## src/rtl/root_pkg.sv

```systemverilog
// ---------------------------------------------------------------------------
// root_pkg
// Shared definitions for the iterative integer root unit (int_root) and its
// helpers: root mode encodings, the controller state encoding, and constant
// functions that derive the starting bit position and iteration count from
// the operand width.
// ---------------------------------------------------------------------------
package root_pkg;

  // Root selection, sampled together with start
  localparam logic MODE_SQRT = 1'b0;
  localparam logic MODE_CBRT = 1'b1;

  // Controller states of the digit-by-digit root iteration
  typedef enum logic [2:0] {
    IDLE,
    SHIFT,
    MUL_WAIT,
    TRIAL,
    NEXT
  } state_t;

  // Bits of the operand consumed per result bit: 2 for sqrt, 3 for cbrt
  function automatic int rootStep(input logic rootMode);
    return (rootMode == MODE_CBRT) ? 3 : 2;
  endfunction

  // Bit position of the most significant operand group: the largest multiple
  // of the step that still lies inside the operand
  function automatic int initialShift(input int width, input logic rootMode);
    int step;
    step = rootStep(rootMode);
    return step * ((width - 1) / step);
  endfunction

  // Number of result bits produced, one per iteration
  function automatic int iterCount(input int width, input logic rootMode);
    return initialShift(width, rootMode) / rootStep(rootMode) + 1;
  endfunction

endpackage

```

## src/rtl/shift_add_mult.sv

```systemverilog
// ---------------------------------------------------------------------------
// shift_add_mult
// Radix-2 shift-add multiplier. One multiplier bit is consumed per cycle,
// the first one on the accepting edge, so done_o pulses W cycles after the
// start cycle.
//
// Ports:
//   clk        rising-edge clock
//   rst        asynchronous active-high reset, returns the unit to idle
//   start_i    load operands and begin; ignored while busy_o is high
//   a_i, b_i   W-bit unsigned operands
//   busy_o     high while partial products are still being accumulated
//   done_o     one-cycle pulse when product_o is final
//   product_o  2W-bit product, held until the next start
// ---------------------------------------------------------------------------
module shift_add_mult #(
  parameter int W = 4
) (
  input  logic           clk,
  input  logic           rst,
  input  logic           start_i,
  input  logic [W-1:0]   a_i,
  input  logic [W-1:0]   b_i,
  output logic           busy_o,
  output logic           done_o,
  output logic [2*W-1:0] product_o
);

  localparam int CW = $clog2(W + 1);

  logic [2*W-1:0] acc_q;
  logic [2*W-1:0] a_q;
  logic [W-1:0]   b_q;
  logic [CW-1:0]  cnt_q;
  logic           busy_q;
  logic           done_q;

  // The accepting edge already folds in multiplier bit 0; each busy edge
  // then adds the next shifted multiplicand when its multiplier bit is set.
  // cnt_q holds the number of bits still to be consumed.
  always_ff @(posedge clk or posedge rst) begin
    if (rst) begin
      acc_q  <= '0;
      a_q    <= '0;
      b_q    <= '0;
      cnt_q  <= '0;
      busy_q <= 1'b0;
      done_q <= 1'b0;
    end else begin
      done_q <= 1'b0;
      if (start_i && !busy_q) begin
        acc_q <= b_i[0] ? {{W{1'b0}}, a_i} : '0;
        a_q   <= {{W{1'b0}}, a_i} << 1;
        b_q   <= b_i >> 1;
        cnt_q <= CW'(W - 1);
        if (W == 1) begin
          done_q <= 1'b1;
        end else begin
          busy_q <= 1'b1;
        end
      end else if (busy_q) begin
        if (b_q[0]) begin
          acc_q <= acc_q + a_q;
        end
        a_q   <= a_q << 1;
        b_q   <= b_q >> 1;
        cnt_q <= cnt_q - CW'(1);
        if (cnt_q == CW'(1)) begin
          busy_q <= 1'b0;
          done_q <= 1'b1;
        end
      end
    end
  end

  assign product_o = acc_q;
  assign busy_o    = busy_q;
  assign done_o    = done_q;

endmodule

```

## src/rtl/int_root.sv

```systemverilog
// ---------------------------------------------------------------------------
// int_root
// Iterative floor square root / floor cube root of a WIDTH-bit unsigned
// operand, selected per request, with the remainder. Works digit by digit
// from the most significant operand group down: each iteration doubles the
// partial root and keeps the extra 1 bit if the remainder can absorb the
// growth of the power. Cube mode needs y*(y+1) per iteration and gets it
// from a single shared shift-add multiplier.
//
// Ports:
//   clk      rising-edge clock
//   rst      asynchronous active-high reset; aborts any operation
//   start    request strobe, sampled in IDLE only
//   mode     0 = square root, 1 = cube root (sampled with start)
//   x_in     WIDTH-bit operand (sampled with start)
//   y_out    floor root, held until the next completion
//   rem_out  x_in - y_out^2 or x_in - y_out^3
//   busy_o   high from the cycle after acceptance until completion
//   done_o   one-cycle pulse when y_out/rem_out update
// ---------------------------------------------------------------------------
module int_root
  import root_pkg::*;
#(
  parameter  int WIDTH = 8,
  localparam int RW    = (WIDTH + 1) / 2
) (
  input  logic             clk,
  input  logic             rst,
  input  logic             start,
  input  logic             mode,
  input  logic [WIDTH-1:0] x_in,
  output logic [RW-1:0]    y_out,
  output logic [WIDTH-1:0] rem_out,
  output logic             busy_o,
  output logic             done_o
);

  // Trial term / product width; wide enough for 3*y*(y+1)+1
  localparam int PW = 2 * RW + 2;
  // Shift amounts never exceed WIDTH-1
  localparam int SW = $clog2(WIDTH);

  localparam logic [SW-1:0] S0_SQRT   = SW'(initialShift(WIDTH, MODE_SQRT));
  localparam logic [SW-1:0] S0_CBRT   = SW'(initialShift(WIDTH, MODE_CBRT));
  localparam logic [SW-1:0] STEP_SQRT = SW'(rootStep(MODE_SQRT));
  localparam logic [SW-1:0] STEP_CBRT = SW'(rootStep(MODE_CBRT));

  state_t           state_q, state_d;
  logic             mode_q, mode_d;
  logic [RW-1:0]    y_q, y_d;
  logic [WIDTH-1:0] rem_q, rem_d;
  logic [SW-1:0]    s_q, s_d;
  logic [PW-1:0]    p_q, p_d;
  logic [RW-1:0]    yOut_q, yOut_d;
  logic [WIDTH-1:0] remOut_q, remOut_d;
  logic             busy_q, busy_d;
  logic             done_q, done_d;

  logic [RW-1:0]    yShift;
  logic [SW-1:0]    step;
  logic [PW-1:0]    trial;
  logic [PW-1:0]    remHi;
  logic [WIDTH-1:0] trialShifted;

  logic             multStart;
  logic             multBusy;
  logic             multDone;
  logic [2*RW-1:0]  multProduct;

  // Datapath helpers. The trial is compared against the remainder shifted
  // down to the current group, so nothing shifted up ever leaves WIDTH
  // bits. When the compare passes, trial <= rem>>s, which guarantees that
  // the low WIDTH bits of the trial, shifted back up, are the exact
  // subtrahend and the subtraction cannot underflow.
  always_comb begin
    yShift       = y_q << 1;
    step         = (mode_q == MODE_CBRT) ? STEP_CBRT : STEP_SQRT;
    remHi        = PW'(rem_q >> s_q);
    trial        = (mode_q == MODE_CBRT) ? ((p_q << 1) + p_q + PW'(1))
                                         : PW'({y_q, 1'b1});
    trialShifted = trial[WIDTH-1:0] << s_q;
  end

  // Only one multiplier is needed; its operands are the freshly doubled
  // root and that value plus one (the doubled root is even, so OR-ing in
  // bit 0 is the increment and cannot overflow RW bits).
  shift_add_mult #(
    .W(RW)
  ) uMult (
    .clk       (clk),
    .rst       (rst),
    .start_i   (multStart),
    .a_i       (yShift),
    .b_i       (yShift | RW'(1)),
    .busy_o    (multBusy),
    .done_o    (multDone),
    .product_o (multProduct)
  );

  // Next-state and datapath update for the iteration controller.
  always_comb begin
    state_d   = state_q;
    mode_d    = mode_q;
    y_d       = y_q;
    rem_d     = rem_q;
    s_d       = s_q;
    p_d       = p_q;
    yOut_d    = yOut_q;
    remOut_d  = remOut_q;
    busy_d    = busy_q;
    done_d    = 1'b0;
    multStart = 1'b0;

    case (state_q)
      IDLE: begin
        if (start) begin
          rem_d   = x_in;
          mode_d  = mode;
          y_d     = '0;
          s_d     = (mode == MODE_CBRT) ? S0_CBRT : S0_SQRT;
          busy_d  = 1'b1;
          state_d = SHIFT;
        end
      end

      SHIFT: begin
        y_d = yShift;
        if (mode_q == MODE_CBRT) begin
          multStart = 1'b1;
          state_d   = MUL_WAIT;
        end else begin
          state_d = TRIAL;
        end
      end

      MUL_WAIT: begin
        // The product is final on the done pulse, once busy has dropped
        if (multDone && !multBusy) begin
          p_d     = {2'b00, multProduct};
          state_d = TRIAL;
        end
      end

      TRIAL: begin
        if (remHi >= trial) begin
          rem_d = rem_q - trialShifted;
          y_d   = y_q + RW'(1);
        end
        state_d = NEXT;
      end

      NEXT: begin
        if (s_q >= step) begin
          s_d     = s_q - step;
          state_d = SHIFT;
        end else begin
          yOut_d   = y_q;
          remOut_d = rem_q;
          done_d   = 1'b1;
          busy_d   = 1'b0;
          state_d  = IDLE;
        end
      end

      default: begin
        state_d = IDLE;
        busy_d  = 1'b0;
      end
    endcase
  end

  // State and result registers; reset clears outputs and aborts any
  // operation in progress without a done pulse.
  always_ff @(posedge clk or posedge rst) begin
    if (rst) begin
      state_q  <= IDLE;
      mode_q   <= MODE_SQRT;
      y_q      <= '0;
      rem_q    <= '0;
      s_q      <= '0;
      p_q      <= '0;
      yOut_q   <= '0;
      remOut_q <= '0;
      busy_q   <= 1'b0;
      done_q   <= 1'b0;
    end else begin
      state_q  <= state_d;
      mode_q   <= mode_d;
      y_q      <= y_d;
      rem_q    <= rem_d;
      s_q      <= s_d;
      p_q      <= p_d;
      yOut_q   <= yOut_d;
      remOut_q <= remOut_d;
      busy_q   <= busy_d;
      done_q   <= done_d;
    end
  end

  assign y_out   = yOut_q;
  assign rem_out = remOut_q;
  assign busy_o  = busy_q;
  assign done_o  = done_q;

endmodule

```

## config.mk

```make
export PLATFORM = sky130hd
export DESIGN_NAME = int_root
export DESIGN_NICKNAME = d
export VERILOG_FILES = /design/src/rtl/root_pkg.sv /design/src/rtl/shift_add_mult.sv /design/src/rtl/int_root.sv
export SDC_FILE = /design/constraint.sdc
export NUM_CORES = 1
export LEC_CHECK = 0
export ABC_AREA = 1
export CAP_MARGIN = 25
export CELL_PAD_IN_SITES_DETAIL_PLACEMENT = 1
export CELL_PAD_IN_SITES_GLOBAL_PLACEMENT = 2
export CORE_ASPECT_RATIO = 2
export CORE_MARGIN = 10
export CORE_UTILIZATION = 36
export DETAILED_ROUTE_END_ITERATION = 6
export MAX_ROUTING_LAYER = met4
export PLACE_DENSITY = 0.84
export SLEW_MARGIN = 15
export SYNTH_ARGS = -nofsm -noshare
export SYNTH_HDL_FRONTEND = slang
export SYNTH_HIERARCHICAL = 1
export SYNTH_SLANG_ARGS = --single-unit
```

## constraint.sdc

```tcl
create_clock -name clk -period 3.95 [get_ports clk]
set_clock_uncertainty 0.05 [all_clocks]
set_input_delay 0.9875 -clock clk [delete_from_list [all_inputs] [get_ports clk]]
set_output_delay 0.9875 -clock clk [all_outputs]
set_load 0.02 [all_outputs]
```

==> results.md, run 1 <==
- Final Max Tran Viols: 0
- CTS Sinks: 64
- Area growth, synth to finish: 15.13%
- CP Capture Type: flop
- Mapped Area: approximately 4600 µm²
- Overall routing resource usage: between 10% and 20%
- Asr flop ratio synth: 100.0%
- Max-Cap Viols: 0
- Pleak: around 2.6 nW
- Setup violators final: 0
- Fillers: ~1600
- Die width: approximately 100 µm
- Proportion of layout cells with a drive suffix above 1: roughly a tenth
- Vias in the first global route: 4578
- Combinational group share of total power: a little under three fifths
- Critical Path Slowest Stage Cell: fa_1
- Synth Area in Compound Gates: 14.39%
- Largest family of logic cells by synthesized area: simple AND/OR/NAND/NOR gates
- CP max stage delay: about 510 ps
- Synth Area in Adders: 10.83%
- Final Cycle Share: 87.71%
- Largest net degree at the start of global routing: 24
- Sw Share: roughly half
- TritonRoute pass-1 iters: 4
- Clock share of power: between 10% and 20%
- Endpoints failing hold: 0
- Core area: 12550 µm²
- Drt drc: 0
- Synth top cells by count: 160 x nand2_1, 72 x inv_1, 64 x dfrtp_1
- Starting DRT DRC Count: around 120
- Initial antenna violation count: 0
- Multi-input gate area: between 2000 and 3000 µm²
- Placed cell area: between 4000 and 5000 µm²
- Initial Utilization: 36.64%
- CTS clk-pin slew, worst paths: around 60 ps
- Crit Path Max Fanout: 8
- Total grt overflow: 0
- Clock Path Buffers: 2
- Layout Nets: approximately 690
- Number of flops mapped to enable cells by yosys: 0
- Synth area leaders: dfrtp_1 35%, nand2_1 13%, ha_1 9.5%
- Most common cell in the netlist: nand2_1
- Worst hold path type: flop to flop
- CP dominant cell by count: nand2_1
- Final non-filler cell area: approximately 5300 µm²
- Worst VDD drop: just under 0.0005 V
- Gpl congestion: about 0.95
- Via-to-Cell Ratio: approximately 5.3
- Hold_ws: approximately 430 ps
- XOR/XNOR share of the synthesized area: 1.904%
- WP buf/inv: 0
- Port Buf Inserts: 25
- Cell count after placement: slightly below 800
- Critical Path AT: between 3000 and 4000 ps
- Post-CTS sizing: 0
- Die height: around 180 µm
- Ant. Diodes: 0
- Total Power: 4.565 mW
- Critical path class: flop to flop
- Setup slack after layout: 485.5 ps
- FMAX: 288.6 MHz
- Setup TNS: 0 ps
- Post-synthesis mux area share: ~2.3%
- Die area: approximately 18000 µm²
- TritonCTS clock tree: yes
- Ports: 26
- Post-synthesis sequential area ratio: between 30% and 40%
- H-tree depth reported by CTS: 3
- Mean Syn Cell Area: 7.540 µm²
- # Post-CTS Setup Buffers: 0
- Setup WS pre-CTS: around 480 ps
- WP data required: approximately 4100 ps
- Critical Path Source Type: flop
- Ys flop type: dfrtp_1
- Worst Tran Pin Value: 936.4 ps
- Dpl hpwl: between 10000 and 15000 µm
- Synth area leader: dfrtp_1
- First-pass GRT wire length: about 23000 µm
- Pwr Density: about 860 nW/µm²
- CP top delay family: compound AO/OA/AOI/OAI gates
- RSZ-0062 raised after global routing: no
- Status: finished clean
- Root Buffer: clkbuf_16
- Synth unique cells: 48
- Routed Antenna Nets: 0
- Minimum clock period: around 3500 ps
- TritonCTS Buffers: 9
- Post-Synthesis Cells: between 600 and 700
- Wirelength per Cell: between 15 and 20 µm
- Worst skew pair latency: 340 ps
- CP Cell Sequence: fa_1 > xor2_1 > o21ai_2 > o21ai_1 > nand2_1 > o21ai_1 > nand2_1 > ha_1 > a21oi_1 > o21ai_0 > nand2_1 > nand2_1 > a21oi_1 > xor2_1 > o21ai_0 > nor2_1 > a21oi_2
- Relative slew slack: between 30 and 40%
- CTS Hold Bufs: 0
- Final wirelength: 13760 µm
- Simple-gate area share of the yosys netlist: between 20% and 30%
- YS warnings: 6
- Vias post-DR: ~4200
- Number of synthesized register bits: 64
- Sequential share of power: 24.8%
- Row cnt: between 50 and 60
- Post-route insts no fill: roughly 790
- Final Util: between 40% and 50%
- Sequential cell area: 1602 µm²
- Top cell type's share of synthesized area: about a third
- Internal: around 2.3 mW
- Switching pwr: 2.244 mW
-- flip-flops by register name (all words and copies together), names as in the netlist --
register         cells
busy_o               1
uMult/cnt_q          3
uMult/done_o         1
uMult/busy_o         1
state_q              3
rem_out              8
p_q                  8
y_out                4
y_q                  4
done_o               1
uMult/b_q            3
uMult/product_o      8
rem_q                8
s_q                  3
mode_q               1
uMult/a_q            7
-- power by group through the flow --
stage	Sequential, mW	Combinational (mW)	Clock [mW]
after CTS	1.14	2.66	0.845
final	1.13	2.62	0.816
after detailed placement	1.15	2.65	0
after global placement	1.14	2.57	0
after floorplan	1.08	1.96	0
after global routing	1.17	3.00	0.875
-- final cells by class --
class,instances,share of cell area [%]
repair buffers,30,5.435
clock buffers,10,4.513
flip-flops and latches,64,30.25
multi-input cells,453,49.20
clock inverters,6,1.276
inverters,81,5.789
well taps,150,3.544
-- cell families after synthesis --
| group | Yosys count |
|---|---|
| buffers and inverters | 97 |
| other | 2 |
| and+or+nand+nor | 273 |
| muxes | 10 |
| AOI/OAI and AO/OA | 116 |
| adders and majority gates | 38 |
| xor gates and xnor gates | 10 |
| DFF | 64 |
-- routing by layer --
metal  vias up  global-route usage [%]  share of wire, %
li1       2052                       -                 -
met1      2047                   13.53                33
met2        47                   32.43                61
met3        32                   2.765               1.8
met4         0                   8.357               4.4
met5         -                       -                 0
-- final timing paths --
kind / start / depth (start not counted) / end / slack, ps
max in group asynchronous: rst / 3 / y_q[2] / 1890
min in group asynchronous: rst / 2 / busy_o / 1130
setup reg to reg: p_q[0] / 17 / rem_q[6] / 490
hold / removal: rem_out[3] / 2 / rem_out[3] / 430
setup / recovery: p_q[0] / 17 / rem_q[6] / 490
hold reg to reg: rem_out[3] / 2 / rem_out[3] / 430
-- tightest hold or removal path: cells and delay by family, from the launching register on --
kind | cells | cell delay (ps)
AND/OR/NAND/NOR | 2 | 110
flip-flops | 1 | 350
-- cells in the final DEF (no fill, tap or decap), drive strengths merged --
cell           instances
nand2                171
inv                   81
o21ai                 72
dfrtp                 64
nand3                 41
nor2                  41
ha                    35
clkdlybuf4s50         25
a21oi                 24
nand4                 12
clkbuf                10
xor2                   7
o211ai                 6
mux2                   6
conb                   6
buf                    5
mux2i                  4
xnor2                  3
nor3                   3
a31oi                  3
a22oi                  3
fa                     3
o22ai                  3
or2                    3
clkinv                 3
nand3b                 2
o31ai                  2
clkinvlp               2
a21boi                 1
o21a                   1
a32oi                  1
bufinv                 1
(Power assumes the default switching activity.)
==> inputs of run 2 (changes only) <==
- MAX_ROUTING_LAYER: met4 -> default
==> run 2 against run 1 <==
  * Total power hardly changed
  * Clock power barely moved
  * Critical path depth unchanged
  * Sequential cell count unchanged
  * Non-clock buffer count unchanged
  * Final area did not move
  * Highest routed layer unchanged
==> results.md, run 2 (synthesized netlist as in run 1, its figures left out) <==
- Status: finished clean
- Worst skew pair latency: 330 ps (about the same)
- # Post-CTS Setup Buffers: 0 (unchanged)
- Proportion of layout cells with a drive suffix above 1: 10.40% (unchanged)
- Setup slack after layout: 495.2 ps (+9.735 ps)
- Drt drc: 0 (unchanged)
- Final Max Tran Viols: 0 (unchanged)
- R2R setup slack: 500 ps (about the same)
- Worst-case reg-to-reg path depth: 17 (unchanged)
- Worst VDD drop: 0.0004855 V (-0.12%)
- Row cnt: 58 (unchanged)
- Critical path class: flop to flop
- Port Buf Inserts: 25 (unchanged)
- Die height: 179.9 µm (unchanged)
- Endpoints failing hold: 0 (unchanged)
- Minimum clock period: 3455 ps (-9.735 ps)
- Setup WS pre-CTS: 478.9 ps (unchanged)
- Final wirelength: 13780 µm (+0.15%)
- CTS clk-pin slew, worst paths: 60 ps (about the same)
- Die area: 17970 µm² (unchanged)
- Pwr Density: 862.0 nW/µm² (about the same)
- Max-Cap Viols: 0 (unchanged)
- CTS Sinks: 64 (unchanged)
- Setup TNS: 0 ps (unchanged)
- Root Buffer: clkbuf_16
- H-tree depth reported by CTS: 3 (unchanged)
- Post-CTS sizing: 0 (unchanged)
- Commonest cells after routing, fill and taps aside: 160 x nand2_1, 72 x inv_1, 64 x dfrtp_1
- Wirelength per Cell: 17.35 µm (+0.15%)
- Core area: 12550 µm² (unchanged)
- FMAX: 289.5 MHz (+0.28%)
- Most common cell after layout, fill and taps aside: nand2_1
- TritonCTS clock tree: yes
- Worst Hold End: rem_out[3]
- WP data required: 4120 ps (about the same)
- Worst hold path type: flop to flop
- Routed Antenna Nets: 0 (unchanged)
- CP Cell Sequence: fa_1 > xor2_1 > o21ai_2 > o21ai_1 > nand2_1 > o21ai_1 > nand2_1 > ha_1 > a21oi_1 > o21ai_0 > nand2_1 > nand2_1 > a21oi_1 > xor2_1 > o21ai_0 > nor2_1 > a21oi_2
- CP max stage delay: 510 ps (about the same)
- Initial Utilization: 36.64% (unchanged)
- Via-to-Cell Ratio: 5.259 (about the same)
- RR Startpoint: p_q[0]
- Critical Path Source Type: flop
- Worst R2R End: rem_q[6]
- Gpl congestion: 0.9357 (-1.8%)
- Clock Path Buffers: 2 (unchanged)
- Starting DRT DRC Count: 110 (-7.6%)
- CTS Hold Bufs: 0 (unchanged)
- Critical Path Slowest Stage Cell: fa_1
- CP Capture Type: flop
- First-pass GRT wire length: 22830 µm (about the same)
- Post-route insts no fill: 794 (unchanged)
- Area growth, synth to finish: 15.13% (unchanged)
- CP dominant cell by count: nand2_1
- Ant. Diodes: 0 (unchanged)
- Critical Path AT: 3620 ps (about the same)
- Cell count after placement: 778 (unchanged)
- TritonCTS Buffers: 9 (unchanged)
- Layout Nets: 689 (unchanged)
- Total grt overflow: 0 (unchanged)
- Largest net degree at the start of global routing: 24 (unchanged)
- Ports: 26 (unchanged)
- Final Cycle Share: 87.46% (-0.25 points)
- Vias in the first global route: 4580 (+0.044%)
- Worst Tran Pin Value: 934.3 ps (-2.034 ps)
- RSZ-0062 raised after global routing: no
- Pleak: 2.627 nW (unchanged)
- TritonRoute pass-1 iters: 4 (unchanged)
- Crit Path Max Fanout: 8 (unchanged)
- Setup violators final: 0 (unchanged)
- Hold Path Origin: rem_out[3]
- Vias post-DR: 4176 (-0.048%)
- Overall routing resource usage: 15.94% (-0.45 points)
- Hold depth: 2 (unchanged)
- Relative slew slack: 37.64% (+0.14 points)
- Dpl hpwl: 11260 µm (unchanged)
- Die width: 99.93 µm (unchanged)
- Total Power: 4.564 mW (about the same)
- Initial antenna violation count: 0 (unchanged)
-- run 2: power by group --
part           switching [mW]  total, mW  internal (mW)
combinational            1.67       2.62          0.944
sequential              0.263       1.13          0.870
clock                   0.306      0.814          0.507
-- run 2: per-stage QoR --
step / util (%) / instance area, µm² / hold WS [ps]
2_1_floorplan: - / 4614 / 384.4
3_3_place_gp: 39.73 / 4989 / 399.9
3_5_place_dp: 39.73 / 4989 / 420.3
4_1_cts: 42.18 / 5295 / 435.2
5_1_grt: 42.18 / 5295 / 461.1
6_report: 42.18 / 5295 / 428.2
-- run 2: critical path: cells and delay by family (launching register included) --
family                   cells  cell delay (ps)
AND/OR/NAND/NOR              5              470
XOR/XNOR                     2              410
AO/OA/AOI/OAI                8             1090
adder cells (fa/ha/maj)      2              860
flip-flops                   1              480
-- run 2: how the worst max path moves through the flow --
stage | startpoint | to | slack, ps | cells after the start
after floorplan | p_q[0] | rem_q[6] | 1030 | 18
after global placement | p_q[0] | rem_q[6] | 490 | 17
after detailed placement | p_q[0] | rem_q[6] | 480 | 17
after CTS | p_q[0] | rem_q[6] | 470 | 17
after global routing | p_q[0] | rem_q[6] | 200 | 17
final | p_q[0] | rem_q[6] | 500 | 17
-- run 2: cell type report --
type,count,area [µm²]
Multi-Input combinational cell,453,2605
Inverter,81,306.5
Tap cell,150,187.7
Timing Repair Buffer,30,287.8
Fill cell,1564,7259
Clock buffer,10,239.0
Sequential cell,64,1602
Clock inverter,6,67.56
-- run 2: layer usage --
metal  part of all wire [%]  GRT usage, %
met1                     33         13.48
met5                      0             0
met3                    1.9         2.765
met4                    4.4         8.357
met2                     61         32.43
==> inputs of run 3 (changes only) <==
==> constraint.sdc (replaced) <==
create_clock -name clk -period 3.95 [get_ports clk]
set_clock_uncertainty 0.05 [all_clocks]
set_input_delay 0.395 -clock clk [delete_from_list [all_inputs] [get_ports clk]]
set_output_delay 0.395 -clock clk [all_outputs]
set_load 0.02 [all_outputs]
==> results of run 3 <==
Same layout as run 2 (identical final DEF). Status: finished clean.
